[src/rtl/serial_receiver_pkg.sv]
// Shared definitions for the three-wire serial link receiver.
// This file holds the FSM state encodings and the default frame width and bit order.
package serial_receiver_pkg;

    localparam logic [1:0] ST_IDLE    = 2'd0;
    localparam logic [1:0] ST_RECV    = 2'd1;
    localparam logic [1:0] ST_DELIVER = 2'd2;
    localparam logic [1:0] ST_DRAIN   = 2'd3;

    localparam int DEFAULT_WIDTH     = 8;
    localparam bit DEFAULT_MSB_FIRST = 1'b1;

endpackage

[src/rtl/serial_receiver_link_sync_edge.sv]
// Brings one asynchronous link wire into the clk domain.
// It provides the synchronised level plus single-cycle rise and fall pulses.
module serial_receiver_link_sync_edge #(
    parameter int SYNC_STAGES = 2
) (
    input  logic clk,
    input  logic rst_n,
    input  logic din,
    output logic level,
    output logic rise,
    output logic fall
);

    logic [SYNC_STAGES-1:0] sync_chain;
    logic                   level_prev;

    always_ff @(posedge clk or negedge rst_n) begin
        if (!rst_n) begin
            sync_chain <= '0;
            level_prev <= 1'b0;
        end else begin
            sync_chain <= {sync_chain[SYNC_STAGES-2:0], din};
            level_prev <= sync_chain[SYNC_STAGES-1];
        end
    end

    assign level = sync_chain[SYNC_STAGES-1];
    assign rise  = level & ~level_prev;
    assign fall  = ~level & level_prev;

endmodule

[src/rtl/serial_receiver.sv]
// Receive side of the three-wire serial link (transmission, link_clock, link_data).
// It assembles WIDTH-bit frames and hands them out through a valid/ready hold register.
module serial_receiver
    import serial_receiver_pkg::*;
#(
    parameter int WIDTH       = DEFAULT_WIDTH,
    parameter int SYNC_STAGES = 2,
    parameter bit MSB_FIRST   = DEFAULT_MSB_FIRST,
    parameter int TIMEOUT     = 1000000
) (
    input  logic             clk,
    input  logic             rst_n,
    input  logic             transmission,
    input  logic             link_clock,
    input  logic             link_data,
    output logic [WIDTH-1:0] out_data,
    output logic             out_valid,
    input  logic             out_ready,
    output logic             busy,
    output logic             frame_error,
    output logic             overrun
);

    localparam int CNT_W = $clog2(WIDTH + 1);
    localparam int TMR_W = $clog2(TIMEOUT);
    localparam logic [CNT_W-1:0] FULL_CNT = CNT_W'(WIDTH);
    localparam logic [TMR_W-1:0] TMR_LAST = TMR_W'(TIMEOUT - 1);

    function automatic logic [WIDTH-1:0] shift_in(input logic [WIDTH-1:0] sr, input logic b);
        if (MSB_FIRST)
            return {sr[WIDTH-2:0], b};
        else
            return {b, sr[WIDTH-1:1]};
    endfunction

    logic trans_lvl, trans_rise, trans_fall;
    logic lclk_lvl, lclk_rise, lclk_fall;
    logic data_lvl, data_rise, data_fall;

    serial_receiver_link_sync_edge #(.SYNC_STAGES(SYNC_STAGES)) u_sync_trans (
        .clk(clk), .rst_n(rst_n), .din(transmission),
        .level(trans_lvl), .rise(trans_rise), .fall(trans_fall)
    );

    serial_receiver_link_sync_edge #(.SYNC_STAGES(SYNC_STAGES)) u_sync_lclk (
        .clk(clk), .rst_n(rst_n), .din(link_clock),
        .level(lclk_lvl), .rise(lclk_rise), .fall(lclk_fall)
    );

    serial_receiver_link_sync_edge #(.SYNC_STAGES(SYNC_STAGES)) u_sync_data (
        .clk(clk), .rst_n(rst_n), .din(link_data),
        .level(data_lvl), .rise(data_rise), .fall(data_fall)
    );

    logic unused_edges;
    assign unused_edges = ^{lclk_lvl, lclk_fall, data_rise, data_fall};

    logic [1:0]       state;
    logic [WIDTH-1:0] shift_reg;
    logic [CNT_W-1:0] bit_cnt;
    logic [CNT_W-1:0] cnt_upd;
    logic [TMR_W-1:0] timer;

    // A transmission fall in the same cycle as a link-clock edge is judged on the updated count.
    assign cnt_upd = lclk_rise ? bit_cnt + CNT_W'(1) : bit_cnt;
    assign busy    = (state != ST_IDLE);

    always_ff @(posedge clk or negedge rst_n) begin
        if (!rst_n) begin
            state       <= ST_IDLE;
            shift_reg   <= '0;
            bit_cnt     <= '0;
            timer       <= '0;
            out_data    <= '0;
            out_valid   <= 1'b0;
            frame_error <= 1'b0;
            overrun     <= 1'b0;
        end else begin
            frame_error <= 1'b0;
            overrun     <= 1'b0;

            case (state)
                ST_IDLE: begin
                    if (trans_rise) begin
                        state     <= ST_RECV;
                        bit_cnt   <= '0;
                        timer     <= '0;
                        shift_reg <= '0;
                    end
                end
                ST_RECV: begin
                    if (lclk_rise && bit_cnt == FULL_CNT) begin
                        frame_error <= 1'b1;
                        state       <= ST_DRAIN;
                    end else begin
                        if (lclk_rise) begin
                            shift_reg <= shift_in(shift_reg, data_lvl);
                            bit_cnt   <= cnt_upd;
                            timer     <= '0;
                        end else if (timer != '1) begin
                            timer <= timer + TMR_W'(1);
                        end

                        if (trans_fall) begin
                            if (cnt_upd == FULL_CNT) begin
                                state <= ST_DELIVER;
                            end else begin
                                frame_error <= 1'b1;
                                state       <= ST_IDLE;
                            end
                        end else if (!lclk_rise && timer == TMR_LAST) begin
                            frame_error <= 1'b1;
                            state       <= ST_DRAIN;
                        end
                    end
                end
                ST_DELIVER: begin
                    state <= ST_IDLE;
                    if (out_valid && !out_ready)
                        overrun <= 1'b1;
                end
                ST_DRAIN: begin
                    if (!trans_lvl)
                        state <= ST_IDLE;
                end
                default: state <= ST_IDLE;
            endcase

            // A consumer handshake and a new delivery in the same cycle keep out_valid high.
            if (state == ST_DELIVER && (!out_valid || out_ready)) begin
                out_data  <= shift_reg;
                out_valid <= 1'b1;
            end else if (out_valid && out_ready) begin
                out_valid <= 1'b0;
            end
        end
    end

endmodule
[config.mk]
export PLATFORM = sky130hd
export DESIGN_NAME = serial_receiver
export DESIGN_NICKNAME = d
export VERILOG_FILES = /design/src/rtl/serial_receiver_pkg.sv /design/src/rtl/serial_receiver_link_sync_edge.sv /design/src/rtl/serial_receiver.sv
export SDC_FILE = /design/constraint.sdc
export NUM_CORES = 1
export LEC_CHECK = 0
export CAP_MARGIN = 15
export CORE_MARGIN = 3
export CORE_UTILIZATION = 60
export DETAILED_ROUTE_END_ITERATION = 12
export DONT_BUFFER_PORTS = 1
export GPL_ROUTABILITY_DRIVEN = 0
export PLACE_DENSITY = 0.75
export SLEW_MARGIN = 40
export SYNTH_ARGS = -nofsm -noshare
export SYNTH_HDL_FRONTEND = slang
export SYNTH_SLANG_ARGS = --single-unit
[constraint.sdc]
create_clock -name clk -period 2.85 [get_ports clk]
set_input_delay 0.57 -clock clk [delete_from_list [all_inputs] [get_ports clk]]
set_output_delay 0.57 -clock clk [all_outputs]
set_load 0.005 [all_outputs]
==> flow_metrics.tcl <==
set metrics [dict create \
    status "complete, no violations" \
    critPathRequiredTime_ns 3.08 \
    holdCritPathClass "in -> async" \
    hpwl_mm 3.28 \
    synth_warnings 0 \
    ys_ff_latch 53 \
    grt_setup_unrepaired "no" \
    grt_usage_pct 20.3 \
    cts_buffers 5 \
    cp_max_fo 11 \
    synth_edf_count 0 \
    dieArea_mm2 0.00499 \
    clock-sinks 53 \
    hold_violations 0 \
    drv_slew 0 \
    cts_tree "built" \
    syn_area_mm2 0.00251 \
    die_h_um 70.6 \
    relSlewSlack_pct 51.4 \
    cap_violations 0 \
    yosys-top-cells-count "dfrtp_1, nand2_1, a21oi_1" \
    post-synth-top-area-cell "dfrtp_1" \
    ys_seq_area_share_pct 52.9 \
    ctsLongestPathBuffers 2 \
    fin_crit_sh_pct 78.8 \
    io_buffers 0 \
    ios 18 \
    worst_clock_skew_ns 0.00938 \
    route.detailed.drc 0 \
    synth_cell_type_count 46 \
    grt_pass1_vias 1903 \
    placed_area_mm2 0.00253 \
    r2r_setup_slack_ns 0.60 \
    power.density_mw_per_mm2 536 \
    largest_reg_flops 20 \
    vias 1893 \
    syn2layout_area_growth_pct 5.59 \
    fin_nets 255 \
    synth_cells 246 \
    cts_root_buffer "clkbuf_8" \
    avgViaCountPerCell 6.42 \
    finalSetupTns_ns 0 \
    worstPathArrival_ns 2.48 \
    critPathKind "reg -> reg" \
    endpoint_kind "register" \
    startpoint_type "register" \
    tightest_slew_ns 0.728 \
    max_freq_ghz 0.445 \
    drt_iter0_drc 177 \
    period_needed_ns 2.25 \
    postLayoutCellArea_mm2 0.00265 \
    rows 22 \
    nFillCells 295 \
    synthArstFlopShare_pct 100 \
    initial_core_util_pct 65.1 \
    syn_area_per_cell_um2 10.2 \
    insertion_delay_ns 0.31 \
    grt-ovfl-total 0 \
    coreArea_mm2 0.00385 \
    antenna_found_initial 0 \
    finalSetupViolations 0 \
    drtAntennaViolNets 0 \
    path_clk_slew_ns 0.10 \
    cellLeakagePower_nw 1.15 \
    h-tree-depth 2 \
    firstDrtPassIters 4 \
    grt_pass1_wl_mm 8.33 \
    wire_per_inst_um 15.8 \
    drt_wl_total_mm 4.66 \
    synth_ff_type "dfrtp_1" \
    die_w_um 70.6 \
    grt_max_degree 54 \
    yosysTopAreaCellShare_pct 52.9 \
    vdd_drop_max_mv 0.512 \
    layout-drive-gt1-share_pct 10.9 \
    yosysMostFrequentCell "dfrtp_1" \
    whs_ns 0.0969 \
    synth_area_leaders "dfrtp_1, nand2_1, a21oi_1" \
    syn_nets 255 \
    antenna_cells 0 \
]
## cells by family (layout without fill, tap and decap cells)
| family | after synthesis | count (layout) | share of synthesized area (%) |
|---|---|---|---|
| simple gates | 106 | 106 | 23.8 |
| compound gates | 58 | 58 | 14.4 |
| fa+ha+maj | 3 | 3 | 1.50 |
| flops | 53 | 53 | 52.9 |
| mux | 8 | 8 | 3.59 |
| buf+inv | 16 | 17 | 3.14 |
| xor+xnor | 2 | 2 | 0.699 |
## final timing paths
check                                      startpoint                          to  depth (start not counted)
max in group asynchronous                       rst_n                   timer[14]                          1
min                                             rst_n                    state[1]                          1
max reg2reg                                bit_cnt[0]                   timer[18]                          7
min in group clk                           link_clock   u_sync_lclk.sync_chain[0]                          0
min reg2reg                u_sync_trans.sync_chain[0]  u_sync_trans.sync_chain[1]                          0
max                                        bit_cnt[0]                   timer[18]                          7
## layer usage
metal / share of wire [%] / global-route usage (%) / wire (µm) / up-vias
met1: 45 / 27.2 / 2110 / 938
met2: 49 / 33.7 / 2280 / 51
met3: 4.9 / 3.84 / 229 / 5
met4: 0.99 / 6.47 / 46 / 0
met5: 0 / 0 / 0 / -
li1: - / - / - / 899
## what timing repair did
| action | CTS | global route |
|---|---|---|
| resized for setup | 0 | 0 |
| hold buffers | 1 | 0 |
| buffers inserted | 0 | 0 |
| setup endpoints to repair | 0 | 0 |
| hold endpoints to repair | 53 | 0 |
## stage by stage
step	cells	total power [mW]	util [%]	setup WS (ns)
detailed placement	286	0.991	65.6	0.666
global placement	286	0.978	65.6	0.807
finish	295	1.42	68.7	0.603
CTS	295	1.43	68.7	0.622
floorplan	246	0.953	-	1.02
global route	295	1.50	68.7	0.454
## critical path, stage by stage (launching register included)
cell	delay, ns
dfrtp_1	0.48
inv_1	0.11
ha_1	0.20
nand3b_1	0.11
o221a_2	0.33
o211ai_1	0.30
or4_1	0.48
a21oi_1	0.16
## where the power goes
| group | switching (mW) | total [mW] | internal, mW |
|---|---|---|---|
| logic | 0.102 | 0.160 | 0.0579 |
| clock network | 0.246 | 0.423 | 0.177 |
| registers | 0.0423 | 0.836 | 0.794 |
## layout by cell type (no fill, tap or decap), types with 2 or more instances in the layout
master / instances
o21ai_1: 10
nand2_1: 31
and4_1: 5
mux2_2: 8
nand4_1: 6
o21ai_0: 13
and3_1: 2
nand2b_1: 5
nand3_1: 14
inv_1: 6
clkbuf_8: 5
xnor2_1: 2
nor2_1: 5
or3_1: 16
ha_1: 3
and3b_1: 2
buf_4: 2
and2_1: 3
a21oi_1: 21
dfrtp_1: 53
or4_1: 2
a32o_1: 2
nand3b_1: 3
nor2b_1: 4
## cell type report
type	count	area, µm²	area share (%)
well taps	48	60.1	2.27
clock inverters	3	25.0	0.945
flip-flops and latches	53	1330	50.1
clock buffers	5	68.8	2.60
inverters	6	22.5	0.851
repair buffers	3	42.5	1.61
multi-input cells	177	1100	41.6
No activity file was read; power rests on OpenSTA's default activity.
